## src/rtl/prbs_pkg.sv

```systemverilog
// Shared definitions for the XNOR-feedback PRBS7 (x^7 + x^6 + 1) generator and checker.
package prbs_pkg;

    typedef enum logic {
        HUNT   = 1'b0,
        LOCKED = 1'b1
    } state_t;

    localparam int PRBS7_LEN = 7;
    localparam int TAP_A     = 6;
    localparam int TAP_B     = 5;

    localparam logic [PRBS7_LEN-1:0] PRBS7_ALL_ONES = '1;

    // XNOR feedback: the all-ones register is the lockup state, all-zeros is legal.
    function automatic logic prbs7_pred(input logic [PRBS7_LEN-1:0] s);
        return ~(s[TAP_A] ^ s[TAP_B]);
    endfunction

endpackage

```

## src/rtl/xnor_lfsr7.sv

```systemverilog
// 7-bit XNOR LFSR, either seeded bit-by-bit from external data or free-running on its own prediction.
module xnor_lfsr7
    import prbs_pkg::*;
(
    input  logic                 clk,
    input  logic                 rst_n,
    input  logic                 en,
    input  logic                 load,
    input  logic                 din,
    output logic [PRBS7_LEN-1:0] lfsr,
    output logic                 pred
);

    assign pred = prbs7_pred(lfsr);

    // NOTE: registers are written with <= only, so every flop samples the pre-edge values.
    always_ff @(posedge clk) begin
        if (!rst_n) begin
            lfsr <= '0;
        end else if (en) begin
            lfsr <= {lfsr[PRBS7_LEN-2:0], load ? din : pred};
        end
    end

endmodule

```

## config.mk

```make
export PLATFORM = sky130hd
export DESIGN_NAME = xnor_lfsr7
export DESIGN_NICKNAME = d
export VERILOG_FILES = /design/src/rtl/prbs_pkg.sv /design/src/rtl/xnor_lfsr7.sv
export SDC_FILE = /design/constraint.sdc
export NUM_CORES = 1
export LEC_CHECK = 0
export ABC_AREA = 1
export BUFFER_PORTS_ARGS = -buffer_cell sky130_fd_sc_hd__buf_4
export CAP_MARGIN = 20
export CORE_AREA = 2 2 39 41
export CTS_CLUSTER_DIAMETER = 60
export CTS_CLUSTER_SIZE = 30
export DETAILED_ROUTE_END_ITERATION = 6
export DIE_AREA = 0 0 41 43
export GPL_TIMING_DRIVEN = 0
export SYNTH_ARGS = -nofsm -noshare
export SYNTH_HDL_FRONTEND = slang
export SYNTH_SLANG_ARGS = --single-unit
```

## constraint.sdc

```tcl
create_clock -name clk -period 0.9 [get_ports clk]
set_input_delay 0.045 -clock clk [delete_from_list [all_inputs] [get_ports clk]]
set_output_delay 0.045 -clock clk [all_outputs]
set_load 0.005 [all_outputs]
```

# Word-level counts from Yosys, hierarchy flattened

Index checks and enable logic that the tools add are counted.

Reduce and logical (&&, ||, !) cells: 0
$lt $le $gt $ge: 0
Equality and inequality tests: 0
$add $sub $neg: 0
Muxes and demuxes: 1
Bitwise gates (word level): 2
$mul: 0
Shift-type cells: 0
Div/mod/pow operators: 0

Operators with widths:

| operator    | number |
|---|---|
| $mux 1      | 1 |
| $not 1->1   | 1 |
| $xor 1x1->1 | 1 |

Output and inout port bits: 8
Bits in writable memories: 0
Flip-flop bits (word level): 7
ROM bits: 0
Input bits: 5
Memories kept: 0
Latch bits: 0
Logic and storage cells: 4

# Logic depth before layout (Yosys ltp)

Gate-level depths: netlist of the first run.

Word-level depth: 3
Mapped depth: 4

# Least setup slack after synthesis of the first run

OpenSTA, ideal clock, no wires.

Kind: reg-to-reg
Start: register lfsr[5]
End: register lfsr[0]
Cell stages (with the launch flop): 5
Arrival: 0.618 ns
Library setup time: 0.070 ns
Path slack: 0.212 ns
Period minus slack after synthesis: 0.688 ns
Path buffers: 0
Path through: dfxtp_1 inv_1 nand2_1 nand3_1 a21oi_1

Cells in the longest elaborated chain, start to end: 3

RTL lines:

| element                | line             | RTL |
|---|---|---|
| start, declared        | xnor_lfsr7.sv:10 | `output logic [PRBS7_LEN-1:0] lfsr,` |
| start signal, assigned | xnor_lfsr7.sv:21 | `lfsr <= {lfsr[PRBS7_LEN-2:0], load ? din : pred};` |
| $xor 1x1->1            | prbs_pkg.sv:17   | `return ~(s[TAP_A] ^ s[TAP_B]);` |
| $not 1->1              | prbs_pkg.sv:17   |  |
| $mux 1                 | xnor_lfsr7.sv:21 |  |

Every way passes these cells.
A chain may end at the register's enable or synchronous reset.

# Worst setup path after layout of the first run

Start: register lfsr[6]
End: output pred

Cells in the longest elaborated chain, start to end: 2

RTL lines:

| element       | line             | RTL |
|---|---|---|
| $xor 1x1->1   | prbs_pkg.sv:17   |  |
| $not 1->1     | prbs_pkg.sv:17   |  |
| end, declared | xnor_lfsr7.sv:11 | `output logic pred` |

Every way passes these cells.

==> results.toml, run 1 <==
[timing]
slew_violations = 0
finalHoldViolCount = 0
setup_violations = 1
fin_ws_ns = -0.08205
clock.fmax_mhz = 1018
slew_headroom = 0.8665
grt_setup_unrepaired = "yes"
finalCritPeriodShare = 1.091
worst_pin_slew_ns = 0.1981
finClkSkew_ns = 0.001231
fin_crit_ns = 0.9820

[clock_tree]
clock_sink_count = 7
clockBufferDepth = 2
clkTransAtPathRegs_ns = 0.05
holdBufCountCts = 0
cts_tree = "yes"
numCtsBuffers = 3
root_buffer = "clkbuf_4"
clk_latency_ns = 0.25
cts-htree-levels = 1

[critical_path]
crit_slowest_cell = "dfxtp_4"
critPathTopFamily = "flip-flops"
critPathBufInv = 2
path_cells = "inv_2 -> nand2_2 -> and2_4 -> buf_6"
start_kind = "flip-flop"
cp.arrival_ns = 0.94
cp-end-kind = "output port"
worstSetupPathType = "flip-flop to output port"
critPathRequiredTime_ns = 0.85
crit_fanout = 4
cpPeakStageDelay_ns = 0.35
rrSetupSlack_ns = 0.01

[place]
portBuffers = 12
hpwl_um = 434.5
gp_congestion = 0.6525
placed_area_um2 = 376.6

[power]
p_total_uw = 769.3
p_leak_nw = 0.2126
power_density_mw_per_mm2 = 1680
peakVddDrop_uv = 734.2

[floorplan]
fp.dieArea_mm2 = 0.001763
dieHeight_um = 43
io_pins = 13
die_w_um = 41
core_mm2 = 0.001384
fp-row-count = 14
start_util = 0.1926

[run_status]
violations = "setup timing"
outcome = "finished, violations left"

[final_layout]
reg_top3 = "lfsr (7)"
fin_area_um2 = 457.9
largest_register_ffs = 7
drive_gt1_frac = 0.5741
area_delta_synth_final_pct = 71.83
largest-register = "lfsr"
nets = 60
postLayoutCoreUtil = 0.3309
antenna_cells = 0

[synthesis]
synth-seq-cells = 7
yosysSeqAreaShare = 0.5258
syn_area_um2 = 266.5
syn_area_per_cell_um2 = 7.838
netlist_instances = 34
yosys_warnings = 0
synthesis.nets = 39
ys_types = 11

[detailed_routing]
post-route-drc-count = 0
drtIter0Drc = 9
wl_per_cell_um = 9.443
wl_um = 661
via_per_inst = 4.029
drtPass1Iterations = 3
ant_nets = 0
vias = 282

[global_routing]
first_global_vias = 232
grt_util_all_layers = 0.08761
antenna_found_initial = 0
grt_pass1_wl_um = 972
grt_max_degree = 9
grt-ovfl-total = 0

[hold_path]
hold_class = "primary input to flip-flop"

[flow_run]
drv_cap = 0
==> synthesized netlist by cell type <==
cell	instances	area (µm²)
o21ai_0	6	30.03
o21ai_2	1	8.760
inv_1	3	11.26
inv_2	1	3.750
nand2_1	2	7.510
and2_1	1	6.260
a21oi_2	1	8.760
nand3_1	1	5.000
dfxtp_1	7	140.1
nor2_1	8	30.03
a21oi_1	3	15.01
==> worst paths after layout <==
kind	start	to	cells past startpoint
max	lfsr[6]$_SDFFE_PN0P_	pred	4
min	en	lfsr[6]$_SDFFE_PN0P_	2
max reg2reg	lfsr[6]$_SDFFE_PN0P_	lfsr[0]$_SDFFE_PN0P_	6
min reg2reg	lfsr[3]$_SDFFE_PN0P_	lfsr[4]$_SDFFE_PN0P_	2
==> final cells by class <==
| type | instances | area, µm² |
|---|---|---|
| Clock buffer | 4 | 26.28 |
| Fill cell | 163 | 925.9 |
| Inverter | 4 | 15.01 |
| Multi-Input combinational cell | 23 | 127.6 |
| Sequential cell | 7 | 145.1 |
| Tap cell | 16 | 20.02 |
| Timing Repair Buffer | 16 | 123.9 |
==> kinds of logic (layout without fill, tap and decap cells) <==
kind of cell | count (synthesis) | in the layout | synth area share
and+or+nand+nor | 12 | 12 | 0.1831
AOI/OAI and AO/OA | 11 | 11 | 0.2347
buffers and inverters | 4 | 24 | 0.05632
DFF | 7 | 7 | 0.5258
==> routing by layer <==
layer / part of all wire / GRT usage / routed length [µm]
met3: 0.077 / 0.03141 / 51
met1: 0.46 / 0.1169 / 307
met2: 0.46 / 0.1031 / 303
met5: 0 / 0 / 0
met4: 0 / 0.08000 / 0
==> stage by stage <==
stage / std cells / hold slack, ns / TNS (ns) / setup slack, ns
2_1_floorplan: 34 / 0.1385 / 0 / 0.2123
3_3_place_gp: 62 / 0.2858 / 0 / 0.1491
3_5_place_dp: 62 / 0.3014 / 0 / 0.1388
4_1_cts: 70 / 0.02456 / -0.09253 / -0.09253
5_1_grt: 70 / 0.03552 / -0.1681 / -0.1319
6_report: 70 / 0.03056 / -0.08205 / -0.08205
==> where the power goes <==
part / leakage (nW) / total, mW / internal [mW] / switching (mW)
logic: 0.139 / 0.139 / 0.0816 / 0.0570
clock network: 0.0150 / 0.283 / 0.169 / 0.114
registers: 0.0589 / 0.348 / 0.331 / 0.0169
==> cell usage in the layout, fill, tap and decap left out, drive strengths merged <==
| master | synthesis | final |
|---|---|---|
| nand3 | 1 | 1 |
| inv | 4 | 4 |
| a21oi | 4 | 4 |
| nand2 | 2 | 2 |
| buf | 0 | 16 |
| clkbuf | 0 | 4 |
| nor2 | 8 | 8 |
| o21ai | 7 | 7 |
| dfxtp | 7 | 7 |
| and2 | 1 | 1 |
==> timing repair <==
action	CTS	global route
resized for setup	5	6
buffers inserted	4	0
endpoints found under the setup margin	1	2
pin swaps	1	2
Note: power is estimated with default switching activity, not from simulation.
==> run 2, diff against run 1 <==
ABC_AREA = default   (was 1)
==> run 2 against run 1 <==
Compared with the run above:
- the flow still finishes with violations (setup timing)
- cell count down 17%
- setup slack better by 0.059 ns
- hold slack better by 0.032 ns
- sequential power down 8.0%
==> results.toml, run 2 <==
[hold_path]
min_path_cells = 2
hold_path_end = "lfsr[3]$_SDFFE_PN0P_"
hold_class = "primary input to flip-flop"
holdCritStartpoint = "rst_n"

[synthesis]
ys_types = 9
synthFlopType = "dfxtp_1"
synthesis.nets = 30
syn_area_um2 = 282.8
synth-seq-cells = 7
yosysSeqAreaShare = 0.4956
synth_area_leaders = "dfxtp_1 50%, mux2i_1 21%, nor2b_1 13%, xnor2_2 5.8%, buf_4 2.7%"
synth_edf_count = 0
yosys_warnings = 0
netlist_instances = 25
synth_top_area_share = 0.4956
yosysMostFrequentCell = "dfxtp_1"
syn_area_per_cell_um2 = 11.31
postSynth.asyncResetShare = 0
yosys-top-cells-count = "7 x dfxtp_1, 6 x mux2i_1, 6 x nor2b_1"
synth_top_cell_by_area = "dfxtp_1"

[critical_path]
cp-end-kind = "output port"
worstSetupPathType = "flip-flop to output port"
ff2ff_path_depth = 4
cp.arrival_ns = 0.88
crit_fanout = 2
r2r-start = "lfsr[5]$_SDFFE_PN0P_"
critPathRequiredTime_ns = 0.85
rrSetupSlack_ns = 0.02
r2r_end = "lfsr[0]$_SDFFE_PN0P_"
start_kind = "flip-flop"

[clock_tree]
clockBufferDepth = 2
clkTransAtPathRegs_ns = 0.05
numCtsBuffers = 3
cts_tree = "yes"
root_buffer = "clkbuf_4"
clk_latency_ns = 0.24
clock_sink_count = 7
cts-htree-levels = 1

[timing]
worst_pin_slew_ns = 0.1327
clock.fmax_mhz = 1083
slew_headroom = 0.9090
finClkSkew_ns = 0.002230
slew_violations = 0
tns_ns = -0.02301
finalHoldViolCount = 0
finalCritPeriodShare = 1.026
grt_setup_unrepaired = "yes"
fin_crit_ns = 0.9230
fin_ws_ns = -0.02301
setup_violations = 1

[power]
pwr-share-seq = 0.497
power_density_mw_per_mm2 = 1494
pwr-share-comb = 0.084
clockPowerShare = 0.419
p_sw_frac = 0.1968
p_leak_nw = 0.1937
switching_power_uw = 126.9
p_int_uw = 517.9
peakVddDrop_uv = 1125

[final_layout]
layout_commonest_cell = "buf_4"
reg_top3 = "lfsr (7)"
largest_register_ffs = 7
final_cell_mix = "14 x buf_4, 6 x mux2i_1, 6 x nor2b_1"
fin_cells = 58
nets = 48
antenna_cells = 0
largest-register = "lfsr"
area_delta_synth_final_pct = 52.65
drive_gt1_frac = 0.4762

[floorplan]
dieHeight_um = 43
io_pins = 13
fp-row-count = 14
core_mm2 = 0.001384
die_w_um = 41
fp.dieArea_mm2 = 0.001763
start_util = 0.2043

[detailed_routing]
post-route-drc-count = 0
vias = 229
wl_um = 528
via_per_inst = 3.948
drtPass1Iterations = 2
drtIter0Drc = 5
ant_nets = 0
wl_per_cell_um = 9.103

[place]
placed_cells = 52
portBuffers = 11
gp_congestion = 0.6512

[global_routing]
grt-ovfl-total = 0
grt_max_degree = 9
antenna_found_initial = 0
first_global_vias = 226
grt_pass1_wl_um = 910
grt_util_all_layers = 0.08350

[flow_run]
drv_cap = 0

[run_status]
violations = "setup timing"
outcome = "finished, violations left"
## run 2: cell types whose count changed after synthesis, moves of 3 or more
cell,change
nor2_1,-8
mux2i_1,+6
nor2b_1,+6
o21ai_0,-5
a21oi_1,-3
inv_1,-3
## run 2: repair_timing
item,4_1_cts,5_1_grt
buffers inserted,0,2
resized for setup,2,1
hold buffers,0,0
setup endpoints to repair,1,1
pin swaps,0,1
## run 2: metrics by stage
stage	instance area [µm²]	utilization	hold slack, ns	setup slack (ns)	power [mW]
final	431.7	0.3119	0.06255	-0.02301	0.6448
after global routing	431.7	0.3119	0.06327	-0.07641	0.6995
after CTS	414.1	0.2993	0.05607	-0.04305	0.6696
after detailed placement	385.4	0.2785	0.3176	0.06911	0.3848
after global placement	385.4	0.2785	0.3098	0.08517	0.3843
after floorplan	282.8	-	0.1732	0.09619	0.3571
## run 2: metal layers
metal	routed length [µm]	vias to the layer above	share of wire	track usage
met3	59	0	0.11	0.07853
li1	-	117	-	-
met5	0	-	0	0
met4	0	0	0	0.04000
met1	201	104	0.38	0.08091
met2	267	8	0.51	0.1156
## run 2: logic make-up (layout without fill, tap and decap cells)
logic type      after synthesis  after routing  share of synthesized area
buf+inv                       1             18                    0.02656
compound gates                2              2                    0.03982
mux                           6              6                     0.2124
xor+xnor                      1              1                    0.05754
flops                         7              7                     0.4956
simple gates                  8              8                     0.1682
## run 2: worst max path at each step
stage	depth (start not counted)	from	slack, ns	to
6_report	2	lfsr[5]$_SDFFE_PN0P_	-0.02	pred
5_1_grt	2	lfsr[5]$_SDFFE_PN0P_	-0.08	pred
4_1_cts	2	lfsr[6]$_SDFFE_PN0P_	-0.04	pred
3_5_place_dp	3	lfsr[5]$_SDFFE_PN0P_	0.07	lfsr[0]$_SDFFE_PN0P_
3_3_place_gp	3	lfsr[5]$_SDFFE_PN0P_	0.09	lfsr[0]$_SDFFE_PN0P_
2_1_floorplan	3	lfsr[5]$_SDFFE_PN0P_	0.1	lfsr[0]$_SDFFE_PN0P_
## run 2: final cells by class
cell class / count / area (µm²)
sequential: 7 / 145.1
tap: 16 / 20.02
timing repair buffer: 13 / 97.59
buffer: 1 / 7.507
multi-input combinational: 17 / 135.1
clock buffer: 4 / 26.28
fill: 156 / 952.2
## run 2: critical path, cell delays in order (launching register included)
cell     delay (ns)
dfxtp_4        0.34
xnor2_2        0.16
buf_4          0.13
## run 2: power by group through the flow
| stage | clock, mW | combinational (mW) | sequential (mW) |
|---|---|---|---|
| 6_report | 0.270 | 0.0543 | 0.320 |
| 5_1_grt | 0.319 | 0.0594 | 0.321 |
| 4_1_cts | 0.291 | 0.0553 | 0.323 |
| 3_5_place_dp | 0 | 0.0552 | 0.330 |
| 3_3_place_gp | 0 | 0.0546 | 0.330 |
| 2_1_floorplan | 0 | 0.0277 | 0.329 |
